===== src/rtl/tm1638_cmd_arbiter_pkg.sv =====
// Shared types and defaults for the TM1638 command-FIFO arbiter.
package tm1638_arb_types;

    typedef enum logic [0:0] {
        IDLE  = 1'b0,
        BURST = 1'b1
    } arb_state_t;

    typedef logic [17:0] cmd_word_t;

    localparam int MAX_BURST_DEFAULT = 17;
    localparam int TIMEOUT_DEFAULT   = 256;

endpackage


===== src/rtl/tm1638_cmd_arbiter_rr_picker.sv =====
// Combinational round-robin picker: first valid index at or above i_Ptr, with wrap.
module tm1638_rr_picker
    import tm1638_arb_types::*;
#(
    parameter int NUM_REQ = 3,
    parameter int PW      = 2
) (
    input  logic [NUM_REQ-1:0] i_Valid,
    input  logic [PW-1:0]      i_Ptr,
    output logic [NUM_REQ-1:0] o_Winner
);

    logic found;

    // Outer loop walks priority order starting at the pointer; inner loop maps it to an index.
    always_comb begin
        o_Winner = '0;
        found    = 1'b0;
        for (int i = 0; i < NUM_REQ; i++) begin
            for (int j = 0; j < NUM_REQ; j++) begin
                if (!found && (j == ((int'(i_Ptr) + i) % NUM_REQ)) && i_Valid[j]) begin
                    o_Winner[j] = 1'b1;
                    found       = 1'b1;
                end
            end
        end
    end

endmodule


===== src/rtl/tm1638_cmd_arbiter.sv =====
// Round-robin arbiter sharing the TM1638 SPI command FIFO among burst-oriented command sources.
module tm1638_cmd_arbiter
    import tm1638_arb_types::*;
#(
    parameter int NUM_REQ        = 3,
    parameter int DATA_WIDTH     = 18,
    parameter int MAX_BURST      = MAX_BURST_DEFAULT,
    parameter int TIMEOUT_CYCLES = TIMEOUT_DEFAULT
) (
    input  logic                          i_Clk,
    input  logic                          i_Rst,
    input  logic [NUM_REQ-1:0]            i_Req_Valid,
    input  logic [NUM_REQ*DATA_WIDTH-1:0] i_Req_Data,
    input  logic [NUM_REQ-1:0]            i_Req_Last,
    output logic [NUM_REQ-1:0]            o_Req_Ready,
    input  logic                          i_FIFO_Full,
    output logic [DATA_WIDTH-1:0]         o_Data,
    output logic                          o_Data_Valid,
    output logic [NUM_REQ-1:0]            o_Grant,
    output logic                          o_Busy,
    output logic                          o_Diag_Timeout,
    output logic                          o_Diag_Overrun
);

    localparam int PW = $clog2(NUM_REQ);
    localparam int BW = $clog2(MAX_BURST + 1);
    localparam int IW = $clog2(TIMEOUT_CYCLES + 1);

    localparam logic [0:0]    S_IDLE      = IDLE;
    localparam logic [0:0]    S_BURST     = BURST;
    localparam logic [BW-1:0] BURST_LIMIT = BW'(MAX_BURST);
    localparam logic [IW-1:0] IDLE_LIMIT  = IW'(TIMEOUT_CYCLES);

    logic [0:0]            state;
    logic [NUM_REQ-1:0]    grant;
    logic [PW-1:0]         rr_ptr;
    logic [BW-1:0]         burst_cnt;
    logic [IW-1:0]         idle_cnt;

    logic [NUM_REQ-1:0]    winner;
    logic [PW-1:0]         owner_idx;
    logic [PW-1:0]         next_ptr;
    logic [DATA_WIDTH-1:0] owner_word;
    logic                  owner_last;
    logic                  handshake;
    logic [BW-1:0]         burst_cnt_inc;
    logic [IW-1:0]         idle_cnt_inc;

    tm1638_rr_picker #(
        .NUM_REQ (NUM_REQ),
        .PW      (PW)
    ) u_picker (
        .i_Valid  (i_Req_Valid),
        .i_Ptr    (rr_ptr),
        .o_Winner (winner)
    );

    always_comb begin
        owner_idx  = '0;
        owner_word = '0;
        owner_last = 1'b0;
        for (int k = 0; k < NUM_REQ; k++) begin
            if (grant[k]) begin
                owner_idx  = PW'(k);
                owner_word = i_Req_Data[k*DATA_WIDTH +: DATA_WIDTH];
                owner_last = i_Req_Last[k];
            end
        end
    end

    // Handshake: a word moves when valid & ready are both high at a clock edge. Only the
    // owner sees ready, and only while the FIFO has room; valid never waits on ready.
    assign o_Req_Ready   = ((state == S_BURST) && !i_FIFO_Full) ? grant : '0;
    assign handshake     = |(i_Req_Valid & o_Req_Ready);
    assign next_ptr      = (owner_idx == PW'(NUM_REQ - 1)) ? '0 : owner_idx + PW'(1);
    assign burst_cnt_inc = burst_cnt + BW'(1);
    assign idle_cnt_inc  = idle_cnt + IW'(1);

    assign o_Grant = grant;
    assign o_Busy  = (state == S_BURST);

    always_ff @(posedge i_Clk) begin
        if (!i_Rst) begin
            state          <= S_IDLE;
            grant          <= '0;
            rr_ptr         <= '0;
            burst_cnt      <= '0;
            idle_cnt       <= '0;
            o_Data         <= '0;
            o_Data_Valid   <= 1'b0;
            o_Diag_Timeout <= 1'b0;
            o_Diag_Overrun <= 1'b0;
        end else begin
            o_Data_Valid   <= 1'b0;
            o_Diag_Timeout <= 1'b0;
            o_Diag_Overrun <= 1'b0;
            if (state == S_IDLE) begin
                if (|i_Req_Valid) begin
                    grant     <= winner;
                    burst_cnt <= '0;
                    idle_cnt  <= '0;
                    state     <= S_BURST;
                end
            end else if (handshake) begin
                o_Data       <= owner_word;
                o_Data_Valid <= 1'b1;
                burst_cnt    <= burst_cnt_inc;
                idle_cnt     <= '0;
                // Last wins over the burst limit, so a final word at MAX_BURST is not an overrun.
                if (owner_last || (burst_cnt_inc == BURST_LIMIT)) begin
                    o_Diag_Overrun <= !owner_last;
                    state          <= S_IDLE;
                    grant          <= '0;
                    rr_ptr         <= next_ptr;
                    burst_cnt      <= '0;
                end
            end else if (!i_FIFO_Full) begin
                idle_cnt <= idle_cnt_inc;
                if (idle_cnt_inc == IDLE_LIMIT) begin
                    o_Diag_Timeout <= 1'b1;
                    state          <= S_IDLE;
                    grant          <= '0;
                    rr_ptr         <= next_ptr;
                    burst_cnt      <= '0;
                    idle_cnt       <= '0;
                end
            end
        end
    end

endmodule


===== config.mk =====
export PLATFORM = sky130hd
export DESIGN_NAME = tm1638_cmd_arbiter
export DESIGN_NICKNAME = d
export VERILOG_FILES = /design/src/rtl/tm1638_cmd_arbiter_pkg.sv /design/src/rtl/tm1638_cmd_arbiter_rr_picker.sv /design/src/rtl/tm1638_cmd_arbiter.sv
export SDC_FILE = /design/constraint.sdc
export NUM_CORES = 1
export LEC_CHECK = 0
export ABC_CLOCK_PERIOD_IN_PS = 3200
export CAP_MARGIN = 20
export CELL_PAD_IN_SITES_DETAIL_PLACEMENT = 1
export CELL_PAD_IN_SITES_GLOBAL_PLACEMENT = 2
export CORE_MARGIN = 2
export CORE_UTILIZATION = 27
export CTS_BUF_LIST = sky130_fd_sc_hd__clkbuf_8
export CTS_CLUSTER_DIAMETER = 200
export DETAILED_ROUTE_END_ITERATION = 12
export GPL_TIMING_DRIVEN = 0
export PLACE_DENSITY_LB_ADDON = 0.1
export RECOVER_POWER = 50
export SLEW_MARGIN = 30
export SYNTH_ARGS = -nofsm -noshare
export SYNTH_HDL_FRONTEND = slang
export SYNTH_SLANG_ARGS = --single-unit

===== constraint.sdc =====
create_clock -name i_Clk -period 3.2 [get_ports i_Clk]
set_input_delay 0.48 -clock i_Clk [delete_from_list [all_inputs] [get_ports i_Clk]]
set_output_delay 0.48 -clock i_Clk [all_outputs]
set_load 0.03 [all_outputs]

==> reports/metrics.csv <==
metric;value;unit
run_status;complete, no violations;
async_flop_share;0;
wl_met2;3.70;mm
antenna_found_initial;0;
synth_sequential_area_ratio;0.364;
antenna_left;0;
yosys_most_used_dff;dfxtp_1;
viasPerCell;5.03;
relSlewSlack;0.456;
cts_tree;built;
synth_top_cell_by_area;dfxtp_1;
cts_hold_buf;0;
crit_path_start_kind;primary input;
multi_input_area;1310;µm²
wl_met3;448;µm
gr-total-overflow;0;
place.gp.congestion;0.803;
cts_buffers;5;
dieArea;9100;µm²
skew;0.00531;ns
cellPowerDensity;343;nW/µm²
grt_pass1_vias;2411;
synth_fa_ha_area_frac;0.0277;
layout.cells.most_common_list;clkdlybuf4s50_1, dfxtp_1, nand2_1, a21oi_1, dlygate4sd3_1;
vias;2369;
nets;433;
finalSetupTns;0;ns
route.detailed.drc;0;
clkLatencyLatePin;0.29;ns
drive_gt1_frac;0.0437;
dr.pass1.iters;4;
synth_cells;268;
seqCellArea;821;µm²
finalCriticalPeriod;2.78;ns
fin_ws;0.416;ns
ys_warn_count;0;
routed_wl;7.81;mm
syn_avg_cell_area;8.42;µm²
fin_crit_sh;0.870;
ctsHtreeMaxLevel;2;
end_kind;flop;
wl_met1;3.61;mm
power;1.16;mW
drtIter0Drc;93;
worst_ep_required_time;3.42;ns
tightest_slew;0.815;ns
leakagePower;1.25;nW
core_area;8180;µm²
initial_utilization;0.276;
synth_top_family_by_area;compound AO/OA/AOI/OAI gates;
rsz0062_at_grt;false;
wl_per_cell;16.6;µm
synth_compound_area_frac;0.318;
min-delay-path-class;flop to flop;
cts_buffer_depth;2;
fmax;0.359;GHz
syn-cell-area;2260;µm²
synthSimpleGateAreaFrac;0.191;
place_hpwl;6.06;mm
grt_pass1_wl;12.2;mm
numPlacedInstances;463;
fill_cells;984;
place.port_buffers;90;
post-cts-setup-buffers;0;
fin_cells;471;
crit_type;primary input to flop;
clock-root-buffer;clkbuf_8;
clk_pin_slew_worst_paths;0.08;ns
routed.top_layer;met4;
fin_util;0.415;
final_common_cell;clkdlybuf4s50_1;
synth_cell_types;48;
fp.dieH;95.4;µm
clock-sinks;41;
pin_count;91;
critical_path.max_fanout;10;
syn-num-nets;336;
die_w;95.4;µm
synth_edf_count;0;
yosys.area.top_type_share;0.364;
synthTopCellsByArea;dfxtp_1, a221o_1, a21oi_1;
place_ws;0.422;ns
synth-seq-cells;41;
diodes;0;
grtUsageTotal;0.174;
rows;33;
hold_viol_final;0;
area_growth;50.4;%
grt_max_degree;13;
cts_resized;0;
setup_viol;0;
synth_xor_area_frac;0.0311;
slew_violations;0;
crit_arrival;3.01;ns
muxShareOfSynthArea;0.0133;
vdd_drop_max;150;µV
drv_cap;0;
## state kept, by name (all words and copies together), names as in the netlist
register,cells
o_Grant,3
o_Busy,1
rr_ptr,2
o_Diag_Timeout,1
o_Data_Valid,1
idle_cnt,9
o_Diag_Overrun,1
o_Data,18
burst_cnt,5
## worst max-delay path: stages
cell           delay [ns]
dlygate4sd3_1        0.61
a222oi_1             0.77
nand2b_1             0.27
clkbuf_1             0.46
buf_6                0.22
nand2_1              0.06
a21oi_1              0.13
## cell families (layout without fill, tap and decap cells)
group / after synthesis / count (layout)
AOI/OAI and AO/OA: 94 / 94
and+or+nand+nor: 90 / 90
DFF: 41 / 41
buffers and inverters: 27 / 125
xor gates and xnor gates: 8 / 8
adders and majority gates: 5 / 5
muxes: 3 / 3
## worst paths after layout
path	slack [ns]	startpoint	to	cells after the start
worst max-delay path	0.42	i_Req_Valid[1]	o_Data[10]	7
worst min-delay path	0.46	o_Data[3]	o_Data[3]	2
worst max register to register	0.80	o_Grant[1]	o_Data[10]	7
worst min register to register	0.46	o_Data[3]	o_Data[3]	2
## synth_stat cells, types with 4 or more instances
cell type / instances
dfxtp_1: 41
nand2_1: 33
a21oi_1: 28
a221o_1: 18
nor2_1: 18
o211ai_1: 18
clkbuf_1: 10
inv_1: 10
nand3_1: 10
a211oi_1: 6
ha_1: 5
nor2b_1: 5
xor2_1: 5
nand2b_1: 4
nor3_1: 4
o21ai_0: 4
## final cells by class
class,count,share of cell area
Multi-Input combinational cell,200,0.385
Clock buffer,6,0.0243
Inverter,11,0.0122
Clock inverter,2,0.00996
Timing Repair Buffer,90,0.265
Sequential cell,41,0.242
Buffer,16,0.0229
Tap cell,105,0.0387
## stage by stage
| step | area (µm²) | hold slack (ns) |
|---|---|---|
| 6_report | 3390 | 0.456 |
| 5_1_grt | 3390 | 0.475 |
| 4_1_cts | 3400 | 0.461 |
| 3_5_place_dp | 3290 | 0.449 |
| 3_3_place_gp | 3290 | 0.442 |
| 2_1_floorplan | 2260 | 0.454 |
## layer usage
metal,global-route usage,vias up
li1,-,1187
met1,0.212,1113
met2,0.315,62
met3,0.0348,7
met4,0.0429,0
met5,0,-
## power breakdown
| group | internal (mW) | leakage [nW] | switching [mW] |
|---|---|---|---|
| clock network | 0.251 | 0.0626 | 0.188 |
| logic | 0.111 | 0.859 | 0.0919 |
| registers | 0.516 | 0.331 | 0.00676 |
No activity file was read; power rests on OpenSTA's default activity.
